$ cat src/rtl/mem_arb_pkg.sv
// Shared state encoding and sizing helpers for the memory port arbiter.
package mem_arb_pkg;

   typedef enum logic [1:0] {
      IDLE    = 2'd0,
      PENDING = 2'd1,
      FORCE   = 2'd2,
      RESP    = 2'd3
   } arb_state_e;

   // Bits needed to hold 0..max_wait inclusive.
   function automatic int unsigned cnt_width(input int unsigned max_wait);
      return (max_wait < 1) ? 1 : $clog2(max_wait + 1);
   endfunction

endpackage

$ cat src/rtl/arb_wait_counter.sv
// Host wait counter: clear, increment, saturate at MAX_WAIT.
module arb_wait_counter
   import mem_arb_pkg::*;
#(
   parameter int unsigned MAX_WAIT = 15
) (
   input  logic clock,
   input  logic resetn,
   input  logic clr,
   input  logic inc,
   output logic hit
);

   localparam int unsigned CW = cnt_width(MAX_WAIT);
   localparam logic [CW-1:0] MAXV = CW'(MAX_WAIT);

   logic [CW-1:0] cnt;

   always_ff @(posedge clock or negedge resetn) begin
      if (!resetn)
         cnt <= '0;
      else if (clr)
         cnt <= '0;
      else if (inc && cnt != MAXV)
         cnt <= cnt + 1'b1;
   end

   // Flags the cycle whose increment reaches MAX_WAIT, so the FSM can leave in time.
   assign hit = (cnt == MAXV) || (inc && cnt == MAXV - 1'b1);

endmodule

$ cat src/rtl/mem_port_arbiter.sv
// Shares a single-port synchronous memory between the CPU (absolute priority)
// and a debug host port, forcing a one-cycle CPU stall if the host starves.
module mem_port_arbiter
   import mem_arb_pkg::*;
#(
   parameter int unsigned ADDR_W   = 8,
   parameter int unsigned DATA_W   = 8,
   parameter int unsigned MAX_WAIT = 15
) (
   input  logic              clock,
   input  logic              resetn,
   input  logic              cpu_memread,
   input  logic              cpu_memwrite,
   input  logic [ADDR_W-1:0] cpu_addr,
   input  logic [DATA_W-1:0] cpu_wdata,
   output logic              cpu_stall,
   input  logic              host_req,
   output logic              host_ready,
   input  logic              host_we,
   input  logic [ADDR_W-1:0] host_addr,
   input  logic [DATA_W-1:0] host_wdata,
   output logic              host_ack,
   output logic [DATA_W-1:0] host_rdata,
   output logic              mem_read,
   output logic              mem_write,
   output logic [ADDR_W-1:0] mem_addr,
   output logic [DATA_W-1:0] mem_wdata,
   input  logic [DATA_W-1:0] mem_rdata,
   output logic              proto_err
);

   arb_state_e        state, state_next;
   logic              lat_we;
   logic [ADDR_W-1:0] lat_addr;
   logic [DATA_W-1:0] lat_wdata;
   logic [DATA_W-1:0] rdata_q;
   logic              stall_q;
   logic              perr_q;
   logic              cpu_busy;
   logic              cnt_clr, cnt_inc, cnt_hit;
   logic              host_sel;

   assign cpu_busy = cpu_memread | cpu_memwrite;

   arb_wait_counter #(
      .MAX_WAIT (MAX_WAIT)
   ) u_wait (
      .clock  (clock),
      .resetn (resetn),
      .clr    (cnt_clr),
      .inc    (cnt_inc),
      .hit    (cnt_hit)
   );

   always_comb begin
      state_next = state;
      cnt_clr    = 1'b0;
      cnt_inc    = 1'b0;
      host_sel   = 1'b0;
      case (state)
         IDLE: begin
            if (host_req) begin
               cnt_clr    = 1'b1;
               state_next = PENDING;
            end
         end
         PENDING: begin
            if (!cpu_busy) begin
               host_sel   = 1'b1;
               state_next = RESP;
            end else begin
               cnt_inc = 1'b1;
               if (cnt_hit)
                  state_next = FORCE;
            end
         end
         FORCE: begin
            host_sel   = 1'b1;
            state_next = RESP;
         end
         RESP: begin
            state_next = IDLE;
         end
         default: begin
            state_next = IDLE;
         end
      endcase
   end

   always_comb begin
      mem_read  = cpu_memread;
      mem_write = cpu_memwrite;
      mem_addr  = cpu_addr;
      mem_wdata = cpu_wdata;
      if (host_sel) begin
         mem_read  = ~lat_we;
         mem_write = lat_we;
         mem_addr  = lat_addr;
         mem_wdata = lat_wdata;
      end
   end

   always_ff @(posedge clock or negedge resetn) begin
      if (!resetn) begin
         state     <= IDLE;
         lat_we    <= 1'b0;
         lat_addr  <= '0;
         lat_wdata <= '0;
         rdata_q   <= '0;
         stall_q   <= 1'b0;
         perr_q    <= 1'b0;
      end else begin
         state   <= state_next;
         stall_q <= (state_next == FORCE);
         if (state == IDLE && host_req) begin
            lat_we    <= host_we;
            lat_addr  <= host_addr;
            lat_wdata <= host_wdata;
         end
         if (state == RESP && !lat_we)
            rdata_q <= mem_rdata;
         if (cpu_memread && cpu_memwrite)
            perr_q <= 1'b1;
      end
   end

   // Read data arrives from the macro during RESP; bypass it so it is valid alongside the ack.
   assign host_rdata = (state == RESP && !lat_we) ? mem_rdata : rdata_q;
   assign host_ack   = (state == RESP);
   assign host_ready = resetn && (state == IDLE);
   assign cpu_stall  = stall_q;
   assign proto_err  = perr_q;

endmodule

$ cat config.mk
export PLATFORM = sky130hd
export DESIGN_NAME = mem_port_arbiter
export DESIGN_NICKNAME = d
export VERILOG_FILES = /design/src/rtl/mem_arb_pkg.sv /design/src/rtl/arb_wait_counter.sv /design/src/rtl/mem_port_arbiter.sv
export SDC_FILE = /design/constraint.sdc
export NUM_CORES = 1
export LEC_CHECK = 0
export ABC_AREA = 1
export CAP_MARGIN = 25
export CELL_PAD_IN_SITES_DETAIL_PLACEMENT = 0
export CELL_PAD_IN_SITES_GLOBAL_PLACEMENT = 1
export CORE_UTILIZATION = 31
export CTS_CLUSTER_SIZE = 10
export DETAILED_ROUTE_END_ITERATION = 7
export PLACE_DENSITY = 0.86
export SETUP_SLACK_MARGIN = 0.02
export SLEW_MARGIN = 15
export SYNTH_ARGS = -nofsm -noshare
export SYNTH_HDL_FRONTEND = slang
export SYNTH_SLANG_ARGS = --single-unit
$ cat constraint.sdc
create_clock -name clock -period 2.6 [get_ports clock]
set_clock_uncertainty 0.2 [all_clocks]
set_input_delay 0.39 -clock clock [delete_from_list [all_inputs] [get_ports clock]]
set_output_delay 0.39 -clock clock [all_outputs]
set_load 0.02 [all_outputs]
==> out/summary.txt, run 1 <==
Status -> finished, final reports clean
Rel. slew slack -> 57.97%
CP peak stage delay -> 390 ps
Crit Reg-Reg Endpoint -> u_wait.cnt[2]
HPWL Detailed -> 2955 µm
Largest fanout on the critical path -> 3
Drt via density -> 4.288
Internal power -> 1.595 mW
Power share of the clock group -> 13.5%
CP Cell Sequence -> buf_4 -> ha_1 -> nand2_1 -> buf_4 -> mux2_2 -> dlygate4sd2_1
Cell area after synthesis -> 1675 µm²
Die span in x -> 75.52 µm
Total wire length -> 4030 µm
Critical path startpoint category -> flip-flop
P_leak -> 1.323 nW
Logic pwr share -> 56.0%
# setup viols final -> 0
Slew @ Worst Pin -> 629.8 ps
Reg-to-reg slack, setup -> 780 ps
Sw frac -> 43.07%
Cell variety after synth -> 20
Net Switching -> 1.207 mW
Period utilization -> 95.00%
Final std cells w/o fill -> 368
Initial antenna violation count -> 0
H-tree levels -> 2
Hold WC Path Type -> flip-flop to flip-flop
Initial DRC Count -> 50
Register area share after synthesis -> 49.29%
Final min period -> 2470 ps
Clk sink count -> 33
Total power divided by cell area -> 1079 nW/µm²
Final hold violations -> 0
Delay-heaviest family, CP -> buffers and inverters
Cell count after synthesis -> 209
CP endpoint kind -> output port
Wire per inst -> 10.95 µm
Hold path startpoint -> proto_err
CTS tree -> built
Critical path buffers and inverters -> 3
Fillers -> 543
Setup Fix Bufs, Post-CTS -> 0
RR Startpoint -> state[0]
Site Rows -> 26
Worst hold slack -> 256.7 ps
Placer congestion estimate -> 0.8165
Root Buffer -> clkbuf_8
Vias -> 1578
TritonCTS buffer count -> 5
Vias in the first global route -> 1444
Yosys warns -> 0
IO Pins -> 76
Core area -> 5140 µm²
First-pass GRT wire length -> 6520 µm
Die area -> 5703 µm²
Most common cell on crit path -> buf_4
CP Class -> flip-flop to output port
Synth area leader -> dfrtp_1
Worst reg2reg path depth -> 6
Share of the synthesized area in the top cell type -> 49.29%
Clk buf depth -> 2
Total grt overflow -> 0
Critical path data required time -> 2010 ps
GRT Util Overall -> 15.56%
Total power -> 2.801 mW
Skew-Pair Late Insertion Delay -> 280 ps
# placed instances -> 359
Worst Hold End -> proto_err
Synthesized area per cell -> 8.016 µm²
VDD IR-drop max -> 0.5535 mV
Top post-synthesis cells by area -> dfrtp_1, nand2_1, mux2_2
Die span in y -> 75.52 µm
Post-Syn Nets -> 262
Initial Util -> 32.59%
DRC -> 0
ANT nets after route -> 0
Worst-path cell with the longest stage delay -> dfrtp_1
Port bufs -> 75
Synth Register Bits -> 33
Antenna diodes -> 0
Largest net degree at the start of global routing -> 34
Worst path arrival time -> 1880 ps
RSZ-0062 raised after global routing -> no
Nets -> 350
TritonRoute pass-1 iters -> 4
CTS clk-pin slew, worst paths -> 70 ps
# Max-Cap Violations -> 0
Hold path depth -> 1
Share of layout cells above drive strength 1 -> 17.45%
Final Slew Violations -> 0
Sequential power share -> 30.5%
Layout Area Growth over Synthesis -> 54.97%
Fmax -> 404.9 MHz
cell type report:
class,count,area (µm²),share of cell area (%)
clock buffer,5,68.82,2.651
clock inverter,3,17.52,0.6747
inverter,16,62.56,2.410
multi-input combinational,154,763.2,29.40
sequential,33,827.0,31.86
tap,70,87.58,3.373
timing repair buffer,87,769.5,29.64
worst register-to-register path, stage by stage, from the launching register on:
cell and delay [ps]:
dfrtp_2 450, inv_1 120, ha_1 180, nand2_1 80, inv_1 470, a21oi_1 90, o21a_1 130
how the worst max path moves through the flow:
stage                             from             to  slack [ps]  cells past startpoint
after floorplan               state[1]       mem_read         450                      7
after global placement    cpu_memwrite    mem_addr[7]        -140                      8
after detailed placement  cpu_memwrite    mem_addr[7]        -150                      8
after CTS                     state[0]       mem_read          20                      7
after global routing          state[1]  host_rdata[5]          30                      6
final                         state[1]  host_rdata[5]         130                      6
cell usage after synthesis (all sizes together):
library cell,instances
buf,3
ha,7
o21a,2
mux2,8
inv,16
nand2,110
a21o,1
a21oi,1
clkbuf,3
nor3,3
nor2,7
o31ai,1
nand4,1
dfrtp,33
o21ai,7
nand3,6
flip-flops by register name, indices dropped and copies added (netlist names):
name and flops:
rdata_q 8, lat_addr 8, lat_we 1, u_wait.cnt 4, state 2, proto_err 1, lat_wdata 8, cpu_stall 1
cells in the final DEF, fill, tap and decap left out, types with 2 or more instances in the layout:
master,Yosys,final
nand2_1,110,110
clkdlybuf4s50_1,0,48
dfrtp_1,33,32
clkbuf_2,0,17
inv_1,15,14
buf_4,0,9
mux2_2,8,8
nor2_1,7,7
nand3_1,6,6
o21ai_0,6,6
ha_1,7,6
clkbuf_8,0,5
clkdlybuf4s15_1,0,5
dlygate4sd2_1,0,3
nor3_1,2,2
o21a_1,2,2
clkinv_2,0,2
buf_2,2,2
buf_12,0,2
per-stage QoR:
step	setup TNS [ps]	util [%]	cell area, µm²	worst slack, ps
detailed placement	-2189	50.02	2571	-147.9
CTS	0	51.87	2666	22.96
floorplan	0	-	1675	450.3
global route	0	50.51	2596	29.48
finish	0	50.51	2596	130.1
global placement	-2016	50.02	2571	-144.0
repair_timing:
action / 4_1_cts / 5_1_grt
hold buffers: 1 / 0
cloned: 0 / 0
endpoints found under the hold margin: 33 / 0
endpoints found under the setup margin: 26 / 23
resized for setup: 45 / 31
kinds of logic after synthesis:
group	share of synthesized area (%)
AO/OA/AOI/OAI	4.854
flip-flops	49.29
multiplexers	5.377
AND/OR/NAND/NOR	29.58
buffers and inverters	5.676
adder cells (fa/ha/maj)	5.228
layer usage:
| metal | share of wire [%] | track usage, % | vias up |
|---|---|---|---|
| met1 | 46 | 19.08 | 723 |
| li1 | - | - | 815 |
| met4 | 0.60 | 4.938 | 0 |
| met3 | 4.7 | 5.159 | 2 |
| met2 | 49 | 25.99 | 38 |
| met5 | 0 | 0 | - |
power by group through the flow:
stage / clock [mW] / sequential (mW) / combinational [mW]
2_1_floorplan: 0 / 0.841 / 0.997
3_3_place_gp: 0 / 0.859 / 1.70
3_5_place_dp: 0 / 0.861 / 1.71
4_1_cts: 0.394 / 0.852 / 1.61
5_1_grt: 0.421 / 0.882 / 1.74
6_report: 0.377 / 0.854 / 1.57
Note: power is estimated with default switching activity, not from simulation.
==> run 2: changes to the inputs <==
HOLD_SLACK_MARGIN = 0.12   (was default)
==> results of run 2 <==
The final DEF is identical to that of run 1; final timing and power are the same.
